**src/rtl/inst_mem_pkg.sv**
```systemverilog
// ---------------------------------------------------------------------------
// inst_mem_pkg
// Shared types and helpers for the instruction memory.
//   state_e      : sequencer state (sweep-clear vs. usable)
//   NOP_DEFAULT  : default fill word for cleared / out-of-range locations
//   depth_fits() : geometry check used at elaboration time
// ---------------------------------------------------------------------------
package inst_mem_pkg;

  // One-bit encoding: the READY code doubles as the ready flag.
  typedef enum logic {
    ST_CLEAR = 1'b0,
    ST_READY = 1'b1
  } state_e;

  localparam logic [31:0] NOP_DEFAULT = 32'h0000_0000;

  // True when DEPTH words can be addressed with ADDR_W bits.
  function automatic bit depth_fits(input int depth, input int addr_w);
    longint cap;
    cap = longint'(1) << addr_w;
    return (depth >= 1) && (longint'(depth) <= cap);
  endfunction

endpackage

```
**src/rtl/inst_mem_ram.sv**
```systemverilog
// ---------------------------------------------------------------------------
// inst_mem_ram
// DEPTH x DATA_W storage with one write port and one registered read port.
// Read-during-write to the same word returns the old contents; the caller
// handles any forwarding. No reset on the array or the read register.
// Ports:
//   clk      : clock
//   we_i     : write enable
//   waddr_i  : write word address (must be < DEPTH when we_i is high)
//   wdata_i  : write data
//   re_i     : read enable; rdata_o updates only when high
//   raddr_i  : read word address (must be < DEPTH when re_i is high)
//   rdata_o  : registered read data
// ---------------------------------------------------------------------------
module inst_mem_ram #(
  parameter int DATA_W = 32,
  parameter int ADDR_W = 6,
  parameter int DEPTH  = 64
) (
  input  logic              clk,
  input  logic              we_i,
  input  logic [ADDR_W-1:0] waddr_i,
  input  logic [DATA_W-1:0] wdata_i,
  input  logic              re_i,
  input  logic [ADDR_W-1:0] raddr_i,
  output logic [DATA_W-1:0] rdata_o
);

  logic [DATA_W-1:0] mem_q [DEPTH];
  logic [DATA_W-1:0] rdata_q;

  always_ff @(posedge clk) begin
    if (we_i) begin
      mem_q[waddr_i] <= wdata_i;
    end
  end

  // Read register holds its value when no read is issued, which gives the
  // fetch path its stall/idle hold for free.
  always_ff @(posedge clk) begin
    if (re_i) begin
      rdata_q <= mem_q[raddr_i];
    end
  end

  assign rdata_o = rdata_q;

endmodule

```
**src/rtl/inst_mem.sv**
```systemverilog
// ---------------------------------------------------------------------------
// inst_mem
// Writable, synchronous-read instruction memory for the CPU fetch stage.
// After reset (or a clr_req pulse) a sequencer sweeps NOP_WORD into every
// word; then loads and fetches are served. Fetch data appears one cycle
// after acceptance and is held while fetch_stall is high.
// Ports:
//   clk         : clock, all state changes on the rising edge
//   rst_n       : synchronous active-low reset
//   clr_req     : start a full clear (honoured only while ready)
//   ready       : array swept and usable
//   ld_en       : program-load write strobe
//   ld_addr     : load word address (loads at >= DEPTH are dropped)
//   ld_data     : load data
//   fetch_req   : fetch request for fetch_addr
//   fetch_addr  : fetch word address
//   fetch_stall : hold the fetch outputs
//   inst_valid  : inst carries the result of an accepted fetch
//   inst        : fetched instruction
//   addr_err    : accepted fetch address was >= DEPTH
// ---------------------------------------------------------------------------
module inst_mem
  import inst_mem_pkg::*;
#(
  parameter int                DATA_W   = 32,
  parameter int                ADDR_W   = 6,
  parameter int                DEPTH    = 64,
  parameter logic [DATA_W-1:0] NOP_WORD = DATA_W'(NOP_DEFAULT)
) (
  input  logic              clk,
  input  logic              rst_n,
  input  logic              clr_req,
  output logic              ready,
  input  logic              ld_en,
  input  logic [ADDR_W-1:0] ld_addr,
  input  logic [DATA_W-1:0] ld_data,
  input  logic              fetch_req,
  input  logic [ADDR_W-1:0] fetch_addr,
  input  logic              fetch_stall,
  output logic              inst_valid,
  output logic [DATA_W-1:0] inst,
  output logic              addr_err
);

  generate
    if (!depth_fits(DEPTH, ADDR_W)) begin : g_bad_geometry
      $error("inst_mem: DEPTH must lie in 1 .. 2**ADDR_W");
    end
  endgenerate

  // One extra bit so DEPTH == 2**ADDR_W compares correctly.
  localparam logic [ADDR_W:0]   DEPTH_EXT = (ADDR_W+1)'(DEPTH);
  localparam logic [ADDR_W-1:0] LAST_IDX  = ADDR_W'(DEPTH - 1);

  // ---------------------------------------------------------------------
  // Clear sequencer
  // ---------------------------------------------------------------------
  state_e            state_q;
  logic [ADDR_W-1:0] cnt_q;

  always_ff @(posedge clk) begin
    if (!rst_n) begin
      state_q <= ST_CLEAR;
      cnt_q   <= '0;
    end else begin
      case (state_q)
        ST_CLEAR: begin
          if (cnt_q == LAST_IDX) begin
            state_q <= ST_READY;
          end else begin
            cnt_q <= cnt_q + 1'b1;
          end
        end
        ST_READY: begin
          if (clr_req) begin
            state_q <= ST_CLEAR;
            cnt_q   <= '0;
          end
        end
        default: begin
          state_q <= ST_CLEAR;
          cnt_q   <= '0;
        end
      endcase
    end
  end

  assign ready = (state_q == ST_READY);

  // ---------------------------------------------------------------------
  // Qualification of the load and fetch requests
  // ---------------------------------------------------------------------
  logic in_service;
  logic ld_in_range;
  logic fetch_in_range;
  logic ld_fire;
  logic fetch_accept;
  logic collide;

  // A clear request wins over everything else in its cycle.
  assign in_service     = (state_q == ST_READY) && !clr_req;
  assign ld_in_range    = ({1'b0, ld_addr}    < DEPTH_EXT);
  assign fetch_in_range = ({1'b0, fetch_addr} < DEPTH_EXT);
  assign ld_fire        = in_service && ld_en && ld_in_range;
  assign fetch_accept   = in_service && fetch_req && !fetch_stall;
  assign collide        = ld_fire && fetch_accept && (ld_addr == fetch_addr);

  // ---------------------------------------------------------------------
  // Write-port mux: sweep owns the port while clearing
  // ---------------------------------------------------------------------
  logic              ram_we;
  logic [ADDR_W-1:0] ram_waddr;
  logic [DATA_W-1:0] ram_wdata;
  logic              ram_re;
  logic [DATA_W-1:0] ram_rdata;

  always_comb begin
    ram_we    = ld_fire;
    ram_waddr = ld_addr;
    ram_wdata = ld_data;
    if (state_q == ST_CLEAR) begin
      ram_we    = 1'b1;
      ram_waddr = cnt_q;
      ram_wdata = NOP_WORD;
    end
  end

  // Out-of-range fetches never touch the array.
  assign ram_re = fetch_accept && fetch_in_range;

  inst_mem_ram #(
    .DATA_W (DATA_W),
    .ADDR_W (ADDR_W),
    .DEPTH  (DEPTH)
  ) u_ram (
    .clk     (clk),
    .we_i    (ram_we),
    .waddr_i (ram_waddr),
    .wdata_i (ram_wdata),
    .re_i    (ram_re),
    .raddr_i (fetch_addr),
    .rdata_o (ram_rdata)
  );

  // ---------------------------------------------------------------------
  // Fetch output registers
  // The array read register supplies normal hits; alt_q supplies the word
  // when the result must not come from the array (reset, out-of-range
  // NOP, or write-first forwarding of a colliding load).
  // ---------------------------------------------------------------------
  logic              inst_valid_q, inst_valid_d;
  logic              addr_err_q,   addr_err_d;
  logic              use_ram_q,    use_ram_d;
  logic [DATA_W-1:0] alt_q,        alt_d;

  always_comb begin
    inst_valid_d = inst_valid_q;
    addr_err_d   = addr_err_q;
    use_ram_d    = use_ram_q;
    alt_d        = alt_q;
    if (!in_service) begin
      // Clearing, or the cycle a clear is accepted.
      inst_valid_d = 1'b0;
    end else if (!fetch_stall) begin
      if (fetch_req) begin
        inst_valid_d = 1'b1;
        if (!fetch_in_range) begin
          addr_err_d = 1'b1;
          use_ram_d  = 1'b0;
          alt_d      = NOP_WORD;
        end else if (collide) begin
          addr_err_d = 1'b0;
          use_ram_d  = 1'b0;
          alt_d      = ld_data;
        end else begin
          addr_err_d = 1'b0;
          use_ram_d  = 1'b1;
        end
      end else begin
        inst_valid_d = 1'b0;
        addr_err_d   = 1'b0;
      end
    end
  end

  always_ff @(posedge clk) begin
    if (!rst_n) begin
      inst_valid_q <= 1'b0;
      addr_err_q   <= 1'b0;
      use_ram_q    <= 1'b0;
      alt_q        <= NOP_WORD;
    end else begin
      inst_valid_q <= inst_valid_d;
      addr_err_q   <= addr_err_d;
      use_ram_q    <= use_ram_d;
      alt_q        <= alt_d;
    end
  end

  assign inst_valid = inst_valid_q;
  assign addr_err   = addr_err_q;
  assign inst       = use_ram_q ? ram_rdata : alt_q;

endmodule

```
**config.mk**
```make
export PLATFORM = sky130hd
export DESIGN_NAME = inst_mem
export DESIGN_NICKNAME = d
export VERILOG_FILES = /design/src/rtl/inst_mem_pkg.sv /design/src/rtl/inst_mem_ram.sv /design/src/rtl/inst_mem.sv
export SDC_FILE = /design/constraint.sdc
export NUM_CORES = 2
export LEC_CHECK = 0
export CAP_MARGIN = 20
export CORE_MARGIN = 1
export CORE_UTILIZATION = 40
export DETAILED_ROUTE_END_ITERATION = 16
export GPL_ROUTABILITY_DRIVEN = 0
export GPL_TIMING_DRIVEN = 0
export PLACE_DENSITY = 0.59
export SYNTH_ARGS = -nofsm -noshare
export SYNTH_HDL_FRONTEND = slang
export SYNTH_SLANG_ARGS = --single-unit
export TNS_END_PERCENT = 50
```
**constraint.sdc**
```tcl
create_clock -name clk -period 3.65 [get_ports clk]
set_input_delay 1.095 -clock clk [delete_from_list [all_inputs] [get_ports clk]]
set_output_delay 1.095 -clock clk [all_outputs]
set_load 0.02 [all_outputs]
```
==> impl_metrics.sql <==
INSERT INTO impl_metrics (metric_group, metric, value, unit) VALUES
('outcome', 'outcome', 'finished with violations', ''),
('outcome', 'violations', 'negative setup slack', ''),
('global_route', 'global_route.usage.met1', '0.341', ''),
('sta', 'final_period_minus_worst_setup_slack', '3.89', 'ns'),
('detailed_routing', 'total_routed_length', '259', 'mm'),
('clock_tree', 'tritoncts.num_buffers', '204', ''),
('worst_setup_path', 'crit_required', '4.23', 'ns'),
('power', 'swShare', '0.217', ''),
('sta', 'slew_margin_rel', '0.196', ''),
('power', 'p_switching', '10.8', 'mW'),
('floorplan', 'boundaryPins', '85', ''),
('sta', 'timing.final.ws_setup', '-0.239', 'ns'),
('sta', 'fin_tns_setup', '-2.34', 'ns'),
('synthesis', 'synth.net_count', '3708', ''),
('final_layout', 'design_area', '95400', 'sq um'),
('detailed_routing', 'drt.antenna.violating_nets', '0', ''),
('placed_design', 'placed_area', '88000', 'sq um'),
('sta', 'achievable-frequency', '257', 'MHz'),
('global_route', 'first_global_vias', '41043', ''),
('sta', 'total_count_of_hold_check_failures_in_the_final_report', '0', ''),
('placed_design', 'dp_hpwl', '172', 'mm'),
('power', 'combPwrFrac', '0.050', ''),
('synthesis', 'ys.flop_type', 'sky130_fd_sc_hd__edfxtp_1', ''),
('worst_setup_path', 'start_kind', 'input port', ''),
('clock_tree', 'cts_buffer_depth', '3', ''),
('floorplan', 'floorplan.core_area', '200000', 'sq um'),
('clock_tree', 'clkSlewWorstSetupHoldPaths', '0.06', 'ns'),
('detailed_routing', 'routedWlPerCell', '37.3', 'um'),
('worst_setup_path', 'r2r.worst_path.cells', '7', ''),
('floorplan', 'chipWidth', '452', 'um'),
('hold_path', 'hold_end', 'inst_valid$_SDFFE_PN0N_', ''),
('worst_setup_path', 'regToRegStartpoint', 'ready$_SDFF_PN0_', ''),
('sta', 'timing_max_transition_violations_final', '0', ''),
('floorplan', 'initial_utilization', '0.404', ''),
('worst_setup_path', 'critPathKind', 'in -> reg', ''),
('sta', 'grt_setup_unrepaired', 'true', ''),
('detailed_routing', 'first_pass_iters', '6', ''),
('synthesis', 'synth_seq_cells', '2121', ''),
('clock_tree', 'clk-insertion-delay-late', '0.85', 'ns'),
('job', 'max-cap-violations', '0', ''),
('floorplan', 'rows', '164', ''),
('detailed_routing', 'via_count', '42514', ''),
('sta', 'finalSetupViolations', '25', ''),
('synthesis', 'ys_warn_count', '0', ''),
('synthesis', 'postSynth.asyncResetShare', '0', ''),
('detailed_routing', 'drt-vias-per-instance', '6.13', ''),
('floorplan', 'dieArea', '204000', 'sq um'),
('synthesis', 'synthTopCellsByArea', 'sky130_fd_sc_hd__edfxtp_1, sky130_fd_sc_hd__mux4_2, sky130_fd_sc_hd__a22oi_1', ''),
('global_route', 'global_route.overflow_total', '0', ''),
('worst_setup_path', 'r2r_setup_slk', '0', 'ns'),
('global_route', 'globalRouteTotalUtil', '0.252', ''),
('placed_design', 'detailedPlace.worstSlack', '-2.07', 'ns'),
('synthesis', 'synth-edff-count', '2080', ''),
('global_route', 'grt_antenna_before_repair', '12', ''),
('final_layout', 'final_util', '0.476', ''),
('power', 'cellPowerDensity', '522', 'nW/um^2'),
('global_route', 'globalRouteMet2Util', '0.386', ''),
('synthesis', 'yosysUniqueCellTypes', '46', ''),
('power', 'leakagePower', '29.0', 'nW'),
('sta', 'finalClockSkew', '0.0285', 'ns'),
('worst_setup_path', 'cp_max_fo', '10', ''),
('hold_path', 'timing.hold.worst.start', 'inst_valid$_SDFFE_PN0N_', ''),
('final_layout', 'nets_final', '4153', ''),
('power', 'clock_power_share', '0.417', ''),
('clock_tree', 'cts_htree_levels', '4', ''),
('global_route', 'global_route.peak_usage_layer', 'met2', ''),
('hold_path', 'holdPathStages', '2', ''),
('synthesis', 'syn-cell-area', '81000', 'sq um'),
('final_layout', 'final_layout_size_suffix_gt1_frac', '0.295', ''),
('power', 'flop_pwr_share', '0.533', ''),
('global_route', 'grt_max_degree', '65', '');
[placed cells by master, fill, tap and decap left out, types with 40 or more instances in the layout]
master	synthesis	final
sky130_fd_sc_hd__a21oi_1	58	45
sky130_fd_sc_hd__a22oi_1	126	126
sky130_fd_sc_hd__buf_12	0	114
sky130_fd_sc_hd__buf_2	53	42
sky130_fd_sc_hd__buf_4	45	85
sky130_fd_sc_hd__clkbuf_1	79	90
sky130_fd_sc_hd__clkbuf_16	0	208
sky130_fd_sc_hd__clkdlybuf4s50_1	0	67
sky130_fd_sc_hd__clkinv_1	1	59
sky130_fd_sc_hd__dfxtp_1	41	40
sky130_fd_sc_hd__edfxtp_1	2080	2080
sky130_fd_sc_hd__mux2i_1	94	94
sky130_fd_sc_hd__mux4_2	506	506
sky130_fd_sc_hd__nand2_1	83	81
sky130_fd_sc_hd__nor2_1	178	113
sky130_fd_sc_hd__nor2_4	0	65
sky130_fd_sc_hd__o22ai_1	81	65
[cell usage after synthesis (all sizes together), types with 13 or more instances]
cell / count
a21oi: 58
a22oi: 126
and2: 37
buf: 121
clkbuf: 79
dfxtp: 41
edfxtp: 2080
mux2: 35
mux2i: 94
mux4: 506
nand2: 83
nand2b: 14
nor2: 178
o21ai: 13
o221ai: 26
o22ai: 81
[worst max path at each step]
stage                      from                       endpoint  slack, ns  depth (start not counted)
2_1_floorplan        ld_addr[3]   u_ram.mem_q[54][0]$_DFFE_PP_       0.02                          4
3_3_place_gp         ld_addr[0]  u_ram.mem_q[27][16]$_DFFE_PP_      -3.28                          5
3_5_place_dp      fetch_addr[1]    u_ram.rdata_o[17]$_DFFE_PP_      -2.07                          8
4_1_cts        ready$_SDFF_PN0_  u_ram.mem_q[27][20]$_DFFE_PP_      0.007                          7
5_1_grt           fetch_addr[4]    u_ram.rdata_o[21]$_DFFE_PP_      -0.09                          6
6_report          fetch_addr[3]     u_ram.rdata_o[8]$_DFFE_PP_      -0.24                          8
[sequential cells by signal, summed over array words and instances (netlist names)]
| signal | flops |
|---|---|
| inst_valid | 1 |
| use_ram_q | 1 |
| cnt_q | 6 |
| alt_q | 32 |
| u_ram.mem_q | 2048 |
| u_ram.rdata_o | 32 |
| ready | 1 |
[per-layer routing]
layer,share of wire,routed length [um],vias to the layer above
met1,0.37,96900,22877
met2,0.46,119000,2769
li1,-,-,16378
met4,0.052,13600,4
met5,0.000093,24,-
met3,0.11,28900,486
[cells by family (layout without fill, tap and decap cells)]
kind of cell / after synthesis / count (layout) / synth area share
buffers and inverters: 206 / 822 / 0.0133
XOR/XNOR: 7 / 7 / 0.000757
AO/OA/AOI/OAI: 332 / 332 / 0.0281
adder cells (fa/ha/maj): 1 / 1 / 0.000154
other: 1 / 11 / 0.0000463
multiplexers: 635 / 635 / 0.157
AND/OR/NAND/NOR: 354 / 354 / 0.0192
flip-flops: 2121 / 2121 / 0.781
[metrics by stage]
stage,hold WS (ns),power [mW],std cells
4_1_cts,0.470,49.9,6885
6_report,0.471,49.8,6939
2_1_floorplan,0.456,28.3,3657
5_1_grt,0.519,50.8,6938
3_5_place_dp,0.456,29.4,6504
3_3_place_gp,0.459,29.4,6392
[layout make-up]
type	instances	area (sq um)
inverter	6	22.5
buffer	197	1210
timing repair buffer	242	3760
clock inverter	112	1030
multi-input combinational	1330	17400
antenna	10	25.0
clock buffer	265	5420
sequential	2121	63300
tap	2656	3320
fill	16158	105000
[repair_timing]
action	CTS	global route
setup buffers	7	43
pin swaps	1	23
endpoints found under the setup margin	64	640
gates resized for setup	120	8
[critical path, cell delays in order]
cell                              delay [ns]
sky130_fd_sc_hd__clkdlybuf4s15_2        0.56
sky130_fd_sc_hd__nor2b_1                0.22
sky130_fd_sc_hd__clkbuf_1               0.66
sky130_fd_sc_hd__clkbuf_1               0.82
sky130_fd_sc_hd__a22oi_1                0.21
sky130_fd_sc_hd__nand2_1                0.15
sky130_fd_sc_hd__o22ai_2                0.21
sky130_fd_sc_hd__nor2_1                 0.50
[power groups by stage]
| stage | combinational, mW | sequential (mW) | clock (mW) |
|---|---|---|---|
| finish | 2.50 | 26.5 | 20.8 |
| global route | 2.54 | 26.5 | 21.8 |
| CTS | 2.46 | 26.5 | 20.9 |
| detailed placement | 2.41 | 27.0 | 0 |
| global placement | 2.33 | 27.0 | 0 |
| floorplan | 1.27 | 27.0 | 0 |
Note: power is estimated with default switching activity, not from simulation.
